`src/rtl/cmd_issue_ctrl_pkg.sv`:
```
// Shared definitions for the command issue sequencer: command indices, FSM encoding, default tick counts.
// Default tick counts follow `CLK_FREQ (Hz), 50 MHz when not supplied by the build.
`ifndef CLK_FREQ
`define CLK_FREQ 50_000_000
`endif

package cmd_issue_ctrl_pkg;

    localparam int unsigned NUM_CMDS = 3;
    localparam int unsigned CMD_SR   = 0;
    localparam int unsigned CMD_DPR  = 1;
    localparam int unsigned CMD_CCW  = 2;

    localparam int unsigned CLK_FREQ_HZ = `CLK_FREQ;

    // 40 us reply window and 200 us decision wait (the latter outlasts the 100 us emergency delay)
    localparam int unsigned REPLY_WAIT_TICKS_DEF = CLK_FREQ_HZ / 25_000 - 1;
    localparam int unsigned DECIDE_TICKS_DEF     = CLK_FREQ_HZ / 5_000 - 1;
    localparam int unsigned MAX_REPEATS_DEF      = 2;

    typedef logic [NUM_CMDS-1:0] cmd_vec_t;

    typedef enum logic [2:0] {
        ST_IDLE,
        ST_START,
        ST_TX_WAIT,
        ST_REPLY,
        ST_DECIDE
    } state_t;

    function automatic int unsigned max_u(input int unsigned a, input int unsigned b);
        return (a > b) ? a : b;
    endfunction

endpackage

```
`src/rtl/cmd_issue_ctrl_arb.sv`:
```
// Lowest-index-wins one-hot picker over the pending command bits (SR > DPR > CCW).
module cmd_prio_arb
    import cmd_issue_ctrl_pkg::*;
(
    input  cmd_vec_t pending,
    output cmd_vec_t grant_c
);

    // Two's-complement trick isolates the lowest set bit
    assign grant_c = pending & (~pending + cmd_vec_t'(1));

endmodule

```
`src/rtl/cmd_issue_ctrl.sv`:
```
// Command issue sequencer: arbitrates SR/DPR/CCW, starts the transmitter, opens the reply window
// and handles repeat / source-toggle decisions. Optional macro CMD_AUTO_TOGGLE_EN.
module cmd_issue_ctrl
    import cmd_issue_ctrl_pkg::*;
#(
    parameter int unsigned REPLY_WAIT_TICKS = REPLY_WAIT_TICKS_DEF,
    parameter int unsigned DECIDE_TICKS     = DECIDE_TICKS_DEF,
    parameter int unsigned MAX_REPEATS      = MAX_REPEATS_DEF
) (
    input  logic                clk,
    input  logic                n_rst,
    input  logic [NUM_CMDS-1:0] cmd_reqs,
    input  logic [NUM_CMDS-1:0] repeat_reqs,
    input  logic [NUM_CMDS-1:0] toggle_com_src_reqs,
    input  logic                tx_busy,
    output logic                tx_start,
    output logic [NUM_CMDS-1:0] tx_cmd_sel,
    output logic                com_src,
    output logic [NUM_CMDS-1:0] delays_after_cmds_for_reply,
    output logic [NUM_CMDS-1:0] cmd_done,
    output logic [NUM_CMDS-1:0] cmd_failed,
    output logic                busy
);

    localparam int unsigned CNT_W   = max_u(2, $clog2(max_u(REPLY_WAIT_TICKS, DECIDE_TICKS) + 1));
    localparam int unsigned RETRY_W = max_u(1, $clog2(MAX_REPEATS + 1));

    localparam logic [CNT_W-1:0]   REPLY_LAST  = CNT_W'(REPLY_WAIT_TICKS);
    localparam logic [CNT_W-1:0]   DECIDE_LAST = CNT_W'(DECIDE_TICKS);
    localparam logic [CNT_W-1:0]   TXW_LAST    = CNT_W'(3);
    localparam logic [RETRY_W-1:0] RETRY_MAX   = RETRY_W'(MAX_REPEATS);

    state_t             state, state_nxt;
    logic [CNT_W-1:0]   cnt, cnt_nxt;
    logic [RETRY_W-1:0] retry, retry_nxt;
    cmd_vec_t           pending, pending_nxt;
    cmd_vec_t           active, active_nxt;
    cmd_vec_t           grant, clr;
    cmd_vec_t           done_nxt, failed_nxt;
    logic               src_nxt;
    logic               seen_busy, seen_busy_nxt;
    logic               rep_hit, tog_hit;
`ifdef CMD_AUTO_TOGGLE_EN
    logic               auto_toggled, auto_toggled_nxt;
`endif

    cmd_prio_arb u_arb (
        .pending (pending),
        .grant_c (grant)
    );

    assign rep_hit = |(repeat_reqs & active);
    assign tog_hit = |(toggle_com_src_reqs & active);

    // Next-state, counters and decision logic
    always_comb begin
        state_nxt     = state;
        cnt_nxt       = cnt;
        retry_nxt     = retry;
        active_nxt    = active;
        src_nxt       = com_src;
        seen_busy_nxt = seen_busy;
        done_nxt      = '0;
        failed_nxt    = '0;
        clr           = '0;
`ifdef CMD_AUTO_TOGGLE_EN
        auto_toggled_nxt = auto_toggled;
`endif
        case (state)
            ST_IDLE: begin
                if (|pending) begin
                    active_nxt = grant;
                    clr        = grant;
                    retry_nxt  = '0;
                    state_nxt  = ST_START;
`ifdef CMD_AUTO_TOGGLE_EN
                    auto_toggled_nxt = 1'b0;
`endif
                end
            end
            ST_START: begin
                cnt_nxt       = '0;
                seen_busy_nxt = tx_busy;
                state_nxt     = ST_TX_WAIT;
            end
            ST_TX_WAIT: begin
                seen_busy_nxt = seen_busy | tx_busy;
                // Falling edge of tx_busy, or the transmitter never reacted within 4 cycles
                if (!tx_busy && (seen_busy || cnt == TXW_LAST)) begin
                    cnt_nxt   = '0;
                    state_nxt = ST_REPLY;
                end else if (!seen_busy) begin
                    cnt_nxt = cnt + CNT_W'(1);
                end
            end
            ST_REPLY: begin
                if (cnt == REPLY_LAST) begin
                    cnt_nxt   = '0;
                    state_nxt = ST_DECIDE;
                end else begin
                    cnt_nxt = cnt + CNT_W'(1);
                end
            end
            ST_DECIDE: begin
                cnt_nxt = cnt + CNT_W'(1);
                if (tog_hit) begin
                    src_nxt   = ~com_src;
                    retry_nxt = '0;
                    state_nxt = ST_START;
                end else if (rep_hit) begin
                    if (retry < RETRY_MAX) begin
                        retry_nxt = retry + RETRY_W'(1);
                        state_nxt = ST_START;
`ifdef CMD_AUTO_TOGGLE_EN
                    end else if (!auto_toggled) begin
                        auto_toggled_nxt = 1'b1;
                        src_nxt          = ~com_src;
                        retry_nxt        = '0;
                        state_nxt        = ST_START;
`endif
                    end else begin
                        failed_nxt = active;
                        state_nxt  = ST_IDLE;
                    end
                end else if (cnt == DECIDE_LAST) begin
                    done_nxt  = active;
                    state_nxt = ST_IDLE;
                end
            end
            default: state_nxt = ST_IDLE;
        endcase
        // A new request on the bit being latched survives, so it is issued again later
        pending_nxt = (pending & ~clr) | cmd_reqs;
    end

    // State and registered outputs, aligned with the state they describe
    always_ff @(posedge clk or negedge n_rst) begin
        if (!n_rst) begin
            state                       <= ST_IDLE;
            cnt                         <= '0;
            retry                       <= '0;
            pending                     <= '0;
            active                      <= '0;
            seen_busy                   <= 1'b0;
            com_src                     <= 1'b0;
            tx_start                    <= 1'b0;
            tx_cmd_sel                  <= '0;
            delays_after_cmds_for_reply <= '0;
            cmd_done                    <= '0;
            cmd_failed                  <= '0;
            busy                        <= 1'b0;
        end else begin
            state                       <= state_nxt;
            cnt                         <= cnt_nxt;
            retry                       <= retry_nxt;
            pending                     <= pending_nxt;
            active                      <= active_nxt;
            seen_busy                   <= seen_busy_nxt;
            com_src                     <= src_nxt;
            tx_start                    <= (state_nxt == ST_START);
            tx_cmd_sel                  <= (state_nxt != ST_IDLE) ? active_nxt : '0;
            delays_after_cmds_for_reply <= (state_nxt == ST_REPLY) ? active_nxt : '0;
            cmd_done                    <= done_nxt;
            cmd_failed                  <= failed_nxt;
            busy                        <= (state_nxt != ST_IDLE);
        end
    end

`ifdef CMD_AUTO_TOGGLE_EN
    always_ff @(posedge clk or negedge n_rst) begin
        if (!n_rst) auto_toggled <= 1'b0;
        else        auto_toggled <= auto_toggled_nxt;
    end
`endif

endmodule
```
`config.mk`:
```
export PLATFORM = sky130hd
export DESIGN_NAME = cmd_issue_ctrl
export DESIGN_NICKNAME = d
export VERILOG_FILES = /design/src/rtl/cmd_issue_ctrl_pkg.sv /design/src/rtl/cmd_issue_ctrl_arb.sv /design/src/rtl/cmd_issue_ctrl.sv
export SDC_FILE = /design/constraint.sdc
export NUM_CORES = 1
export LEC_CHECK = 0
export BUFFER_PORTS_ARGS = -buffer_cell sky130_fd_sc_hd__buf_2
export CAP_MARGIN = 25
export CORE_AREA = 2 2 73 75
export DETAILED_ROUTE_END_ITERATION = 6
export DIE_AREA = 0 0 75 77
export PLACE_DENSITY = 0.58
export SLEW_MARGIN = 30
export SYNTH_ARGS = -nofsm -noshare
export SYNTH_HDL_FRONTEND = slang
export SYNTH_HIERARCHICAL = 1
export SYNTH_SLANG_ARGS = --single-unit
```
`constraint.sdc`:
```
create_clock -name clk -period 2.9 [get_ports clk]
set_clock_uncertainty 0.2 [all_clocks]
set_input_delay 0.29 -clock clk [delete_from_list [all_inputs] [get_ports clk]]
set_output_delay 0.29 -clock clk [all_outputs]
set_load 0.1 [all_outputs]
```
# Word level (Yosys, flattened, before mapping)
# Cells that the tools add are included.
[op_classes]
muxes = 32
n_lt_le_gt_ge = 1
n_reduce_logical = 14
n_addsub = 3
n_eq_ne = 13
bitwise_logic = 9
[op_table]
columns = ["cell", "count"]
rows = [
  ["3-bit 2-to-1 mux", 20],
  ["14-bit case mux with 4 select lines", 1],
  ["14-bit 2-to-1 mux", 3],
  ["3-bit case mux with 5 select lines", 1],
  ["14-bit by 1-bit adder with 14-bit output (second input constant)", 1],
  ["14-bit by 11-bit == test with 1-bit output (second input constant)", 1],
  ["14-bit == test (second input constant)", 1],
  ["14-bit by 2-bit == test with 1-bit output (second input constant)", 1],
  ["3-bit AND", 4],
  ["3-bit by 2-bit == test with 1-bit output (second input constant)", 3],
  ["3-bit inequality test (second input constant)", 3],
  ["3-bit OR reduction", 3],
  ["2-bit 2-to-1 mux", 4],
  ["3-bit by 1-bit == test with 1-bit output (second input constant)", 2],
  ["3-bit inverter", 2],
  ["2-bit case mux with 2 select lines", 1],
  ["2-bit AND reduction", 2],
  ["4-bit AND reduction", 1],
  ["2-bit nonzero test", 2],
  ["4-bit nonzero test", 1],
  ["3-bit by 1-bit adder with 3-bit output (second input constant)", 1],
  ["3-bit == test (second input constant)", 1],
  ["3-bit zero test", 1],
  ["3-bit OR", 1],
  ["other kinds (11)", 11],
]
[totals]
register_bits = 41
inputBits = 12
word_cells = 85
output_inout_bits = 15

# Logic depth before layout (Yosys ltp)
[logic_depth]
word_depth = 8
ltp_mapped = 7
ltp_nobuf = 6

# Modules after synthesis
# The synthesis kept the hierarchy.
[by_module_without_submodules]
columns = ["mod", "area_each_um2", "cells_per_inst", "instances"]
rows = [
  ["cmd_issue_ctrl", 1928.1, 184, 1],
  ["cmd_prio_arb", 26.3, 3, 1],
]

# Worst setup path before layout
# Ideal clock, no wire load.
[synth_path]
path_type = "reg2reg"
from = "register cnt[4]"
to = "register cnt[4]"
path_stages_with_launch = 8
setup_time_ns = 0.119
required_time_ns = 2.581
setup_slack_ns = 0.891
synth_period_minus_slack_ns = 2.009
t_arrival_ns = 1.691
cell_sequence = "dfrtp_1 buf_6 or4_4 nor4_4 o21ai_2 nor3_4 buf_6 nor2_1"
[synth_between]
elab_chain_len = 5
[synth_rtl]
columns = ["element", "line", "rtl"]
rows = [
  ["from (decl)", "cmd_issue_ctrl.sv:34", "logic [CNT_W-1:0] cnt, cnt_nxt;"],
  ["from (signal assigned)", "cmd_issue_ctrl.sv:154", "cnt <= cnt_nxt;"],
  ["branches (longest 5 deep; another with 14-bit by 1-bit adder with 14-bit output)", "-", ""],
]
# Several ways; the timed one is not identified. The select of a mux whose other input is x is not followed.
# A chain may end at the register's enable or synchronous reset.

# Worst setup path in the final report
[layout_path]
from = "register cnt[0]"
to = "register cnt[5]"
# Same word-level chain as after synthesis.

==> impl_metrics.tcl <==
set metrics [dict create \
    status "finished clean" \
    met1_length_um 1813 \
    finalPower_mw 1.313 \
    cts_setup_buffers 0 \
    ir_worst_vdd_mv 0.2732 \
    clock-root-buffer "clkbuf_8" \
    wl_met3_um 148 \
    antenna_cells 0 \
    slew_viol_final 0 \
    clkSlewWorstSetupHoldPaths_ns 0.08 \
    final_common_cell "dfrtp_1" \
    num_rows 26 \
    cts_buffers 5 \
    syn_avg_cell_area_um2 10.45 \
    finish.utilization_pct 45.42 \
    final_cell_mix "dfrtp_1 (41), nor2_1 (28), buf_2 (25)" \
    yosysUniqueCellTypes 47 \
    synth_top_area_cell "dfrtp_1" \
    grt_remaining_overflow 0 \
    wl_per_cell_um 12.92 \
    ys_seq_elements 41 \
    track_usage_pct 14.31 \
    syn_to_final_growth_pct 15.69 \
    synth_area_um2 1954 \
    hold_path.class "input port to register" \
    place_area_um2 2128 \
    async_flop_share_pct 100.0 \
    die_area_um2 5775 \
    drtAntennaViolNets 0 \
    clock_latency_ns 0.30 \
    synth-edff-count 0 \
    grt_max_degree 42 \
    grt_pass1_vias 1376 \
    fin_setup_tns_ns 0 \
    synth.yosys.warnings 6 \
    final_nets 233 \
    end_kind "register" \
    arrival_ns 2.34 \
    postLayoutCellArea_um2 2261 \
    io_pins 27 \
    layout-drive-gt1-share_pct 20.81 \
    clock_path_buffers 2 \
    clock.fmax_mhz 420.0 \
    first_iter_violations 84 \
    synthTopCellsByArea "dfrtp_1 (52%), nor2_1 (5.4%), nand2_1 (3.6%), xor2_1 (3.6%), nand3_1 (2.6%)" \
    place_inst 279 \
    synthFlopType "dfrtp_1" \
    drc 0 \
    antenna_found_initial 0 \
    num_vias 1449 \
    max_slew_margin_pct 61.43 \
    finalCritPeriodShare_pct 82.09 \
    cts-htree-levels 2 \
    yosysSeqAreaShare_pct 52.50 \
    worstPathRequired_ns 2.86 \
    setup_viol 0 \
    syn_inst 187 \
    syn_nets 200 \
    cts_tree "yes" \
    hold_viol 0 \
    dr.pass1.iters 4 \
    grt_pass1_wl_um 6382 \
    cp_max_fo 13 \
    rsz0062_at_grt "false" \
    wl_met2_um 1741 \
    min_period_ns 2.381 \
    worst_pin_slew_ns 0.5786 \
    yosys.area.top_type_share_pct 52.50 \
    final-instance-count-excl-fill 291 \
    cts.sink_count 41 \
    die_x_um 75 \
    leakagePower_nw 1.035 \
    place_hpwl_um 2730 \
    powerDensity_nw_per_um2 580.5 \
    fp.coreArea_um2 4977 \
    die_y_um 77 \
    rrSetupSlack_ns 0.52 \
    gp_congestion 0.8502 \
    drt_wl_total_um 3759 \
    maxCapViolCount 0 \
    start_util_pct 39.27 \
    worstSetupPathType "register to register" \
    critPathLaunchType "register" \
    portBuffers 26 \
    viasPerCell 4.979 \
    highest_layer "met4" \
]
==> worst paths after layout <==
path | cells after the start | startpoint | end
min in group asynchronous | 2 | n_rst | active[2]
max in group asynchronous | 2 | n_rst | cnt[6]
worst min register to register | 1 | com_src | com_src
worst max-delay path | 6 | cnt[0] | cnt[5]
worst max register to register | 6 | cnt[0] | cnt[5]
worst min-delay path | 3 | tx_busy | seen_busy
==> metrics by stage <==
stage / hold WS, ns / setup WS [ns]
after floorplan: -0.2056 / 0.8907
after global placement: 0.2553 / 0.5439
after detailed placement: 0.2539 / 0.5250
after CTS: 0.07476 / 0.4863
after global routing: 0.1080 / 0.3515
final: 0.07647 / 0.5193
==> power breakdown <==
| group | internal (mW) | switching (mW) | total [mW] |
|---|---|---|---|
| sequential | 0.626 | 0.0732 | 0.700 |
| combinational | 0.0910 | 0.144 | 0.235 |
| clock | 0.171 | 0.207 | 0.378 |
==> kinds of logic after synthesis <==
logic type | after synthesis | share of synthesized area, %
fa+ha+maj | 1 | 0.6401
simple gates | 92 | 26.25
buf+inv | 13 | 4.161
compound gates | 27 | 10.63
xor+xnor | 13 | 5.826
flops | 41 | 52.50
==> critical path, cell delays in order, from the launching register on <==
cell and delay (ns):
dfrtp_1 0.42, ha_1 0.21, nand3_1 0.27, nor4_4 0.48, o21ai_2 0.14, nor3_4 0.41, nor2_1 0.11
==> synth_stat cells, types with 2 or more instances <==
cell	number
nand4_1	6
dfrtp_1	41
o21ai_2	2
and2_1	3
buf_6	2
nor2_1	28
nand3_1	10
a21boi_0	3
o21a_1	2
and3_1	5
xnor2_1	5
o21ai_0	3
nor3_1	4
a21oi_1	2
inv_1	8
nor4_4	2
xor2_1	8
a222oi_1	2
nand2_1	19
a21o_1	3
nor4_1	3
==> registers in the layout (all words and copies together), names as in the netlist <==
name / flops
tx_start: 1
delays_after_cmds_for_reply: 3
pending: 3
cmd_failed: 3
com_src: 1
retry: 2
cnt: 14
seen_busy: 1
busy: 1
tx_cmd_sel: 3
cmd_done: 3
state: 3
active: 3
==> routing by layer <==
layer,vias up,GRT usage [%]
li1,723,-
met1,694,19.41
met2,26,22.02
met3,6,3.548
met4,0,5.000
met5,-,0
==> what timing repair did <==
item | CTS | global route
endpoints found under the hold margin | 44 | 0
gates resized for setup | 0 | 0
hold buffers | 4 | 0
setup endpoints to repair | 0 | 0
==> cell type report <==
type / count / area, µm²
clock inverter: 3 / 21.27
fill: 493 / 2716
timing repair buffer: 31 / 180.2
multi-input combinational: 133 / 847.1
clock buffer: 5 / 68.82
sequential: 41 / 1026
inverter: 8 / 30.03
tap: 70 / 87.58
(Power assumes the default switching activity.)
